**src/rtl/key_map_ram_pkg.sv**
```systemverilog
// key_map_ram_pkg
// Shared constants and types for the note-key remapping store.
//   NOTE_KEY_BITS : number of physical/note keys (entry width and entry count)
//   km_state_e    : learn sequencer state encoding
//   idx_width()   : index width for a one-hot vector of n bits (never below 1)
package key_map_ram_pkg;

    localparam int NOTE_KEY_BITS = 7;

    typedef enum logic [2:0] {
        KM_IDLE   = 3'd0,
        KM_SRC    = 3'd1,
        KM_REL    = 3'd2,
        KM_DST    = 3'd3,
        KM_COMMIT = 3'd4
    } km_state_e;

    function automatic int idx_width(input int n);
        return (n > 1) ? $clog2(n) : 1;
    endfunction

endpackage

```
**src/rtl/key_map_ram_onehot_index.sv**
```systemverilog
// key_map_ram_onehot_index
// Converts a one-hot vector into the position of its set bit.
//   vec   : input vector, W bits
//   idx   : position of the set bit (meaningful only when valid)
//   valid : exactly one bit of vec is set
module key_map_ram_onehot_index
    import key_map_ram_pkg::*;
#(
    parameter int W  = NOTE_KEY_BITS,
    parameter int IW = idx_width(W)
) (
    input  logic [W-1:0]  vec,
    output logic [IW-1:0] idx,
    output logic          valid
);

    always_comb begin
        idx = '0;
        for (int i = 0; i < W; i++) begin
            if (vec[i]) idx = IW'(i);
        end
        // Clearing the lowest set bit leaves zero only for a single-bit vector.
        valid = (vec != '0) && ((vec & (vec - W'(1))) == '0);
    end

endmodule

```
**src/rtl/key_map_ram.sv**
```systemverilog
// key_map_ram
// Per-profile key remapping tables with registered read, one-hot address
// checking, restore-to-identity and a two-key learn sequencer.
//   clk, rst_n   : clock, synchronous active-low reset
//   prof_sel     : active profile for read, write, learn and restore
//   wr_en/wr_addr/wr_data : external write (one-hot address)
//   rd_addr/rd_data       : one-hot lookup, result registered
//   restore      : reload active profile with identity
//   learn_start  : begin learn; key_in supplies source then destination key
//   learn_busy   : learn sequencer not idle
//   learn_done   : one-cycle pulse after a learn commit
//   addr_err     : one-cycle pulse for an invalid one-hot address on an active access
//
// state     | meaning
// ----------+---------------------------------------------------------
// KM_IDLE   | waiting for learn_start
// KM_SRC    | waiting for a single pressed key (source entry)
// KM_REL    | waiting for all keys released
// KM_DST    | waiting for a single pressed key (destination value)
// KM_COMMIT | write dst into src entry of the active profile
module key_map_ram
    import key_map_ram_pkg::*;
#(
    parameter int KEY_BITS = NOTE_KEY_BITS,
    parameter int PROFILES = 2,
    parameter int PW       = idx_width(PROFILES)
) (
    input  logic                clk,
    input  logic                rst_n,
    input  logic [PW-1:0]       prof_sel,
    input  logic                wr_en,
    input  logic [KEY_BITS-1:0] wr_addr,
    input  logic [KEY_BITS-1:0] wr_data,
    input  logic [KEY_BITS-1:0] rd_addr,
    output logic [KEY_BITS-1:0] rd_data,
    input  logic                restore,
    input  logic                learn_start,
    input  logic [KEY_BITS-1:0] key_in,
    output logic                learn_busy,
    output logic                learn_done,
    output logic                addr_err
);

    localparam int                  IW       = idx_width(KEY_BITS);
    localparam logic [KEY_BITS-1:0] ONE      = KEY_BITS'(1);
    localparam logic [PW:0]         PROF_LIM = (PW+1)'(PROFILES);

    logic [KEY_BITS-1:0] tbl [PROFILES][KEY_BITS];

    logic [IW-1:0]       rd_idx, wr_idx, key_idx;
    logic                rd_ok, wr_ok, key_ok;
    logic                prof_ok;
    logic                wr_act;
    logic                commit;

    km_state_e           state_q, state_d;
    logic                src_ld, dst_ld;
    logic [IW-1:0]       src_idx_q;
    logic [KEY_BITS-1:0] dst_q;

    key_map_ram_onehot_index #(.W(KEY_BITS), .IW(IW)) u_rd_idx (
        .vec   (rd_addr),
        .idx   (rd_idx),
        .valid (rd_ok)
    );

    key_map_ram_onehot_index #(.W(KEY_BITS), .IW(IW)) u_wr_idx (
        .vec   (wr_addr),
        .idx   (wr_idx),
        .valid (wr_ok)
    );

    key_map_ram_onehot_index #(.W(KEY_BITS), .IW(IW)) u_key_idx (
        .vec   (key_in),
        .idx   (key_idx),
        .valid (key_ok)
    );

    // A non-power-of-two profile count leaves unused prof_sel codes; those
    // read as zero and never modify storage.
    assign prof_ok    = ({1'b0, prof_sel} < PROF_LIM);
    assign learn_busy = (state_q != KM_IDLE);
    assign commit     = (state_q == KM_COMMIT) && !restore;
    // External writes are locked out while learning and lose to restore;
    // a locked-out write is not an access, so it cannot raise addr_err.
    assign wr_act     = wr_en && !learn_busy && !restore;

    always_comb begin
        state_d = state_q;
        src_ld  = 1'b0;
        dst_ld  = 1'b0;
        case (state_q)
            KM_IDLE:   if (learn_start) state_d = KM_SRC;
            KM_SRC:    if (key_ok) begin
                           src_ld  = 1'b1;
                           state_d = KM_REL;
                       end
            KM_REL:    if (key_in == '0) state_d = KM_DST;
            KM_DST:    if (key_ok) begin
                           dst_ld  = 1'b1;
                           state_d = KM_COMMIT;
                       end
            KM_COMMIT: state_d = KM_IDLE;
            default:   state_d = KM_IDLE;
        endcase
        if (restore) begin
            state_d = KM_IDLE;
            src_ld  = 1'b0;
            dst_ld  = 1'b0;
        end
    end

    always_ff @(posedge clk) begin
        if (!rst_n) begin
            state_q    <= KM_IDLE;
            src_idx_q  <= '0;
            dst_q      <= '0;
            rd_data    <= '0;
            learn_done <= 1'b0;
            addr_err   <= 1'b0;
        end else begin
            state_q <= state_d;
            if (src_ld) src_idx_q <= key_idx;
            if (dst_ld) dst_q     <= key_in;
            // Reads sample storage before this edge's update: read-first.
            rd_data    <= (rd_ok && prof_ok) ? tbl[prof_sel][rd_idx] : '0;
            learn_done <= commit;
            addr_err   <= !rd_ok || (wr_act && !wr_ok);
        end
    end

    always_ff @(posedge clk) begin
        if (!rst_n) begin
            for (int p = 0; p < PROFILES; p++) begin
                for (int i = 0; i < KEY_BITS; i++) begin
                    tbl[p][i] <= ONE << i;
                end
            end
        end else if (restore) begin
            if (prof_ok) begin
                for (int i = 0; i < KEY_BITS; i++) begin
                    tbl[prof_sel][i] <= ONE << i;
                end
            end
        end else if (commit) begin
            if (prof_ok) tbl[prof_sel][src_idx_q] <= dst_q;
        end else if (wr_act && wr_ok && prof_ok) begin
            tbl[prof_sel][wr_idx] <= wr_data;
        end
    end

endmodule
```
**config.mk**
```make
export PLATFORM = sky130hd
export DESIGN_NAME = key_map_ram
export DESIGN_NICKNAME = d
export VERILOG_FILES = /design/src/rtl/key_map_ram_pkg.sv /design/src/rtl/key_map_ram_onehot_index.sv /design/src/rtl/key_map_ram.sv
export SDC_FILE = /design/constraint.sdc
export NUM_CORES = 1
export LEC_CHECK = 0
export BUFFER_PORTS_ARGS = -buffer_cell sky130_fd_sc_hd__clkbuf_2
export CORE_ASPECT_RATIO = 0.5
export CORE_UTILIZATION = 50
export DETAILED_ROUTE_END_ITERATION = 7
export GPL_TIMING_DRIVEN = 1
export PLACE_DENSITY = 0.65
export SYNTH_ARGS = -nofsm -noshare
export SYNTH_HDL_FRONTEND = slang
export SYNTH_SLANG_ARGS = --single-unit
```
**constraint.sdc**
```tcl
create_clock -name clk -period 3.3 [get_ports clk]
set_input_delay 0.66 -clock clk [delete_from_list [all_inputs] [get_ports clk]]
set_output_delay 0.66 -clock clk [all_outputs]
set_load 0.05 [all_outputs]
```
==> impl_metrics.py, run 1 <==
metrics = {
    "status": {
        "status": "completed",
    },
    "timing": {
        "drv_slew": 0,
        "rsz0062_at_grt": "no",
        "fin_skew_ns": 0.00914,
        "worst_pin_slew_ns": 1.18,
        "max_freq_mhz": 345,
        "setup_tns_ns": 0,
        "setup_violations": 0,
        "fin_crit_ns": 2.90,
        "timing.hold.ws_ns": 0.510,
        "maxSlewHeadroom": 0.207,
        "hold_viol": 0,
        "post-route-period-util": 0.878,
    },
    "cts": {
        "clkLatencyLatePin_ns": 0.42,
        "clk_pin_slew_ns": 0.06,
        "cts_tree": "yes",
        "cts_buffers": 17,
        "htree_levels": 4,
        "post-cts-setup-buffers": 0,
        "cts.sinks": 120,
        "cts_hold_buf": 0,
        "clockBufferDepth": 2,
        "cts_resized": 0,
        "cts-root-buf": "clkbuf_16",
    },
    "layout": {
        "final_area_um2": 7430,
        "drive_gt1_frac": 0.285,
        "syn2layout_area_growth_pct": 17.3,
        "num_antenna_cells": 0,
        "layout.nets": 613,
        "fill_cells": 968,
    },
    "route": {
        "drtIter0Drc": 392,
        "dr.pass1.iters": 5,
        "avgViaCountPerCell": 6.17,
        "num_vias": 4674,
        "drc": 0,
        "postRouteAntennaNets": 0,
        "routed_wl_um": 16800,
        "routedWlPerCell_um": 22.2,
    },
    "min_path": {
        "hold_path_class": "input port to flip-flop",
        "hold_end": "dst_q[0]",
        "hold_path_depth": 3,
        "min-delay-start": "key_in[0]",
    },
    "setup_path": {
        "endpoint_kind": "flip-flop",
        "critical_path.max_fanout": 8,
        "crit_path_max_incr_delay_ns": 0.97,
        "critPathKind": "input port to flip-flop",
        "crit_slowest_cell": "o21ai_0",
        "crit_arrival_ns": 2.93,
        "reg2reg_slack_ns": 0.45,
        "crit_required_ns": 3.33,
        "r2r_end": "tbl[1][32]",
        "r2r_start": "state_q[0]",
        "crit_path_start_kind": "input port",
        "worstPathCellList": "clkbuf_2, nor3b_4, nand2_1, inv_1, a211o_2, o31ai_2, o21ai_0",
        "rr_worst_depth": 6,
    },
    "synthesis": {
        "synth_cell_type_count": 70,
        "syn_inst": 515,
        "syn-num-nets": 549,
        "ys_async_sr_fraction": 0,
        "syn_area_um2": 6330,
        "syn_area_per_cell_um2": 12.3,
        "synth_edf_count": 98,
        "ys_ff_latch": 120,
        "seq_area_frac_synth": 0.534,
        "yosysWarnings": 0,
        "synthFlopType": "edfxtp_1",
    },
    "floorplanning": {
        "die_area_um2": 13100,
        "row_count": 28,
        "initial_core_util": 0.524,
        "io_pins": 44,
        "core_area_um2": 12100,
        "die_x_um": 161,
        "die_height_um": 81.6,
    },
    "power": {
        "ir_drop_mv": 0.304,
        "p_leak_nw": 2.75,
        "p_per_area_nw_per_um2": 504,
    },
    "global_route": {
        "grt_overflow": 0,
        "grt_pass1_wl_um": 25300,
        "grt_max_degree": 25,
        "track_usage": 0.268,
        "grt_pass1_vias": 4248,
        "antenna_found_initial": 0,
    },
    "place": {
        "dp_hpwl_um": 12000,
        "gp_congestion": 0.848,
        "portBuffers": 43,
        "dpl_cell_area_um2": 6870,
    },
    "job": {
        "cap_violations": 0,
    },
}
## power by group
part           total [W]  switching [W]  leakage [nW]  internal (W)
Sequential       0.00170      0.0000162          1.19       0.00168
Clock            0.00173       0.000701         0.279       0.00103
Combinational   0.000316       0.000205          1.28      0.000111
## kinds of logic (layout without fill, tap and decap cells)
group                    after synthesis  count (layout)  share of synthesized area
AO/OA/AOI/OAI                        131             131                      0.171
XOR/XNOR                               3               3                    0.00415
adder cells (fa/ha/maj)                3               3                    0.00474
buffers and inverters                 50             127                     0.0346
flip-flops                           120             120                      0.534
multiplexers                          45              45                     0.0879
AND/OR/NAND/NOR                      163             163                      0.163
## per-layer routing
| layer | part of all wire | track usage | vias up |
|---|---|---|---|
| li1 | - | - | 2150 |
| met5 | 0 | 0 | - |
| met4 | 0.014 | 0.0708 | 0 |
| met3 | 0.13 | 0.0975 | 21 |
| met2 | 0.40 | 0.365 | 264 |
| met1 | 0.47 | 0.397 | 2239 |
## flip-flops by register name, summed over array words and instances, names as in the netlist
name / cells
learn_done: 1
tbl: 98
rd_data: 7
state_q: 3
addr_err: 1
src_idx_q: 3
dst_q: 7
## critical path, delay by kind of cell
| family | cells | cell delay [ns] |
|---|---|---|
| buffers and inverters | 2 | 0.33 |
| AOI/OAI and AO/OA | 3 | 1.28 |
| and+or+nand+nor | 2 | 0.65 |
## placed cells by master (no fill, tap or decap), types with 6 or more instances in the layout
cell	Yosys	layout
edfxtp_1	98	98
clkbuf_2	0	43
a22o_1	37	37
buf_4	4	33
nand2_1	30	30
and2_1	30	30
mux2i_1	23	23
dfxtp_1	22	22
o21ai_0	19	19
inv_1	18	18
clkbuf_16	0	18
nor2_1	16	16
mux2_2	15	15
nor3_1	14	14
a21oi_1	12	12
nand3_1	9	9
and3_1	9	9
a221oi_1	8	8
nor2b_1	7	7
nor3b_1	7	7
mux4_2	7	7
a22oi_1	6	6
a211oi_1	6	6
a21oi_2	6	6
o31ai_1	6	6
o211ai_1	6	6
## metrics by stage
stage	total power, W	util	worst slack (ns)	std cells
6_report	0.00374	0.614	0.404	757
3_3_place_gp	0.00204	0.568	0.101	725
4_1_cts	0.00375	0.614	0.395	757
2_1_floorplan	0.00191	-	0.478	515
3_5_place_dp	0.00204	0.568	-0.0342	725
5_1_grt	0.00385	0.614	0.260	757
## layout make-up
type	count	area, um^2	area share
flip-flops and latches	120	3380	0.456
inverters	18	67.6	0.00910
repair buffers	77	483	0.0650
clock buffers	19	464	0.0625
clock inverters	13	92.6	0.0125
multi-input cells	345	2730	0.367
well taps	165	206	0.0278
## how the worst max path moves through the flow
stage | startpoint | to | slack [ns] | depth (start not counted)
finish | rst_n | tbl[1][32] | 0.40 | 7
global route | rst_n | tbl[1][30] | 0.26 | 6
global placement | wr_addr[3] | tbl[1][28] | 0.10 | 6
detailed placement | wr_addr[3] | tbl[1][29] | -0.03 | 6
floorplan | wr_addr[3] | tbl[1][21] | 0.48 | 7
CTS | wr_addr[3] | tbl[1][28] | 0.40 | 6
## cell usage after synthesis (8+ instances only)
| master | instances | area, um^2 |
|---|---|---|
| nand3_1 | 9 | 45.0 |
| edfxtp_1 | 98 | 2940 |
| nor3_1 | 14 | 70.1 |
| inv_1 | 18 | 67.6 |
| clkbuf_1 | 20 | 75.1 |
| mux2i_1 | 23 | 230 |
| a221oi_1 | 8 | 70.1 |
| nand2_1 | 30 | 113 |
| a22o_1 | 37 | 324 |
| nor2_1 | 16 | 60.1 |
| a21oi_1 | 12 | 60.1 |
| dfxtp_1 | 22 | 440 |
| mux2_2 | 15 | 169 |
| and3_1 | 9 | 56.3 |
| and2_1 | 30 | 188 |
| o21ai_0 | 19 | 95.1 |
(Power assumes the default switching activity.)
==> run 2: changes to the inputs <==
--- a/config.mk
+++ b/config.mk
@@ -6,4 +6,5 @@
 export NUM_CORES = 1
 export LEC_CHECK = 0
+export ABC_AREA = 1
 export BUFFER_PORTS_ARGS = -buffer_cell sky130_fd_sc_hd__clkbuf_2
 export CORE_ASPECT_RATIO = 0.5
==> constraint.sdc (replaced) <==
create_clock -name clk -period 3.3 [get_ports clk]
set_input_delay 0.66 -clock clk [delete_from_list [all_inputs] [get_ports clk]]
set_output_delay 0.66 -clock clk [all_outputs]
set_load 0.02 [all_outputs]
==> impl_metrics.py, run 2 <==
metrics = {
    "cts": {
        "cts_hold_buf": 0,
        "clk_pin_slew_ns": 0.05,
        "htree_levels": 4,
        "post-cts-setup-buffers": 0,
        "clkLatencyLatePin_ns": 0.41,
        "cts-root-buf": "clkbuf_16",
        "clockBufferDepth": 2,
        "cts.sinks": 120,
        "cts_resized": 0,
        "cts_buffers": 17,
        "cts_tree": "yes",
    },
    "layout": {
        "reg_top3": "tbl: 98 flops, dst_q: 7 flops, rd_data: 7 flops",
        "final_cell_mix": "nor2_1, inv_1, nand2_1",
        "largest_register_ffs": 98,
        "syn2layout_area_growth_pct": 17.7,
        "num_antenna_cells": 0,
        "fill_cells": 1048,
        "final_common_cell": "nor2_1",
        "drive_gt1_frac": 0.153,
        "layout.nets": 832,
        "top_register": "tbl",
    },
    "setup_path": {
        "worstPathCellList": "nor2_2, nand3_1, nor2_2, nand2_1, nand2_1, nor2_1, nand2_1, nor2_2, nand2_4, nand2_1, nand2_2, nor2_1",
        "critical_path.max_fanout": 8,
        "crit_slowest_cell": "nor2_1",
        "endpoint_kind": "flip-flop",
        "critPathKind": "flip-flop to flip-flop",
        "crit_path_max_incr_delay_ns": 0.43,
        "crit_path_start_kind": "flip-flop",
        "crit_arrival_ns": 2.64,
        "crit_required_ns": 3.34,
        "reg2reg_slack_ns": 0.70,
        "cp_common_cell": "nand2_1",
        "r2r_end": "tbl[1][27]",
        "r2r_start": "state_q[1]",
        "rr_worst_depth": 12,
    },
    "route": {
        "drc": 0,
        "postRouteAntennaNets": 0,
        "routed_wl_um": 17200,
        "avgViaCountPerCell": 5.50,
        "dr.pass1.iters": 5,
        "routedWlPerCell_um": 17.6,
        "drtIter0Drc": 498,
        "num_vias": 5370,
    },
    "global_route": {
        "grt_overflow": 0,
        "antenna_found_initial": 0,
        "grt_pass1_vias": 4791,
        "track_usage": 0.278,
        "grt_pass1_wl_um": 26300,
        "grt_max_degree": 54,
    },
    "power": {
        "p_per_area_nw_per_um2": 539,
        "p_int_w": 0.00306,
        "swShare": 0.226,
        "pwr-share-clk": 0.484,
        "ir_drop_mv": 0.332,
        "p_leak_nw": 2.89,
        "seqPwrFrac": 0.431,
        "net-switching-power_w": 0.000892,
        "pwr-share-comb": 0.085,
    },
    "status": {
        "status": "completed",
    },
    "timing": {
        "rsz0062_at_grt": "no",
        "post-route-period-util": 0.787,
        "fin_crit_ns": 2.60,
        "fin_skew_ns": 0.00598,
        "maxSlewHeadroom": 0.633,
        "hold_viol": 0,
        "worst_pin_slew_ns": 0.550,
        "max_freq_mhz": 385,
        "timing.final.ws_setup_ns": 0.702,
        "setup_tns_ns": 0,
        "drv_slew": 0,
        "setup_violations": 0,
    },
    "synthesis": {
        "yosysWarnings": 0,
        "syn_area_um2": 6230,
        "yosysTopAreaCellShare": 0.472,
        "ys_ff_latch": 120,
        "seq_area_frac_synth": 0.543,
        "synth_cell_type_count": 36,
        "syn_area_per_cell_um2": 8.43,
        "synth_top_cell_by_area": "edfxtp_1",
        "ys_async_sr_fraction": 0,
        "synth_edf_count": 98,
        "yosysMostFrequentCell": "nor2_1",
        "synth_area_leaders": "edfxtp_1, nor2_1, dfxtp_1",
        "synth_common_cells": "nor2_1, inv_1, nand2_1",
        "synthFlopType": "edfxtp_1",
        "syn_inst": 739,
        "syn-num-nets": 773,
    },
    "place": {
        "dp_hpwl_um": 12400,
        "dp_slack_ns": 0.317,
        "gp_congestion": 0.957,
        "portBuffers": 43,
    },
    "min_path": {
        "hold_path_depth": 2,
        "hold_path_class": "flip-flop to flip-flop",
        "hold_end": "src_idx_q[0]",
        "min-delay-start": "src_idx_q[0]",
    },
    "job": {
        "cap_violations": 0,
    },
    "floorplanning": {
        "initial_core_util": 0.520,
        "io_pins": 44,
        "core_area_um2": 12000,
        "row_count": 28,
        "die_height_um": 80.9,
        "die_x_um": 160,
        "die_area_um2": 12900,
    },
}
## run 2: changes by cell type after synthesis, sizes merged, moves of 23 or more
cell	before	now
o22ai	1	42
mux2i	23	0
inv	18	114
o21ai	21	63
and2	30	0
nand2	30	112
a22o	37	0
nor2	17	161
## run 2: area by class of cell
cell class	count	area, um^2	area share
flip-flops and latches	120	3380	0.461
multi-input cells	483	2330	0.318
clock buffers	27	577	0.0787
inverters	115	432	0.0589
repair buffers	61	350	0.0478
well taps	165	206	0.0282
clock inverters	5	52.6	0.00717
## run 2: how the worst max path moves through the flow
stage,end,start,cells after the start,slack [ns]
global route,tbl[1][25],state_q[1],12,0.48
finish,tbl[1][27],state_q[1],12,0.70
detailed placement,tbl[1][21],wr_addr[6],14,0.32
floorplan,tbl[1][0],wr_addr[6],13,0.75
CTS,tbl[1][27],state_q[1],12,0.73
global placement,tbl[1][5],wr_addr[6],16,0.38
## run 2: per-stage QoR
step	cells	power, W	instance area (um^2)	util	hold slack, ns
5_1_grt	976	0.00407	7330	0.612	0.522
2_1_floorplan	739	0.00194	6230	-	0.456
6_report	976	0.00395	7330	0.612	0.502
4_1_cts	976	0.00396	7330	0.612	0.501
3_5_place_dp	944	0.00206	6700	0.559	0.492
3_3_place_gp	944	0.00206	6700	0.559	0.482
## run 2: power groups by stage
| stage | clock (W) | combinational [W] | sequential (W) |
|---|---|---|---|
| final | 0.00191 | 0.000336 | 0.00170 |
| after global routing | 0.00199 | 0.000370 | 0.00171 |
| after CTS | 0.00192 | 0.000332 | 0.00170 |
| after detailed placement | 0 | 0.000330 | 0.00173 |
| after global placement | 0 | 0.000328 | 0.00173 |
| after floorplan | 0 | 0.000208 | 0.00173 |
## run 2: routing by layer
layer / part of all wire / global-route usage
met1: 0.48 / 0.414
met2: 0.42 / 0.409
met3: 0.091 / 0.0674
met4: 0.0080 / 0.0629
met5: 0 / 0
## run 2: critical path: cells and delay by family, from the launching register on
family | cells | cell delay, ns
simple gates | 12 | 1.82
flops | 1 | 0.40
## run 2: cells by family (layout without fill, tap and decap cells)
family,after synthesis,after routing,share of synthesized area
AOI/OAI and AO/OA,160,160,0.146
adders and majority gates,1,1,0.00161
buffers and inverters,136,208,0.0827
DFF,120,120,0.543
and+or+nand+nor,322,322,0.227
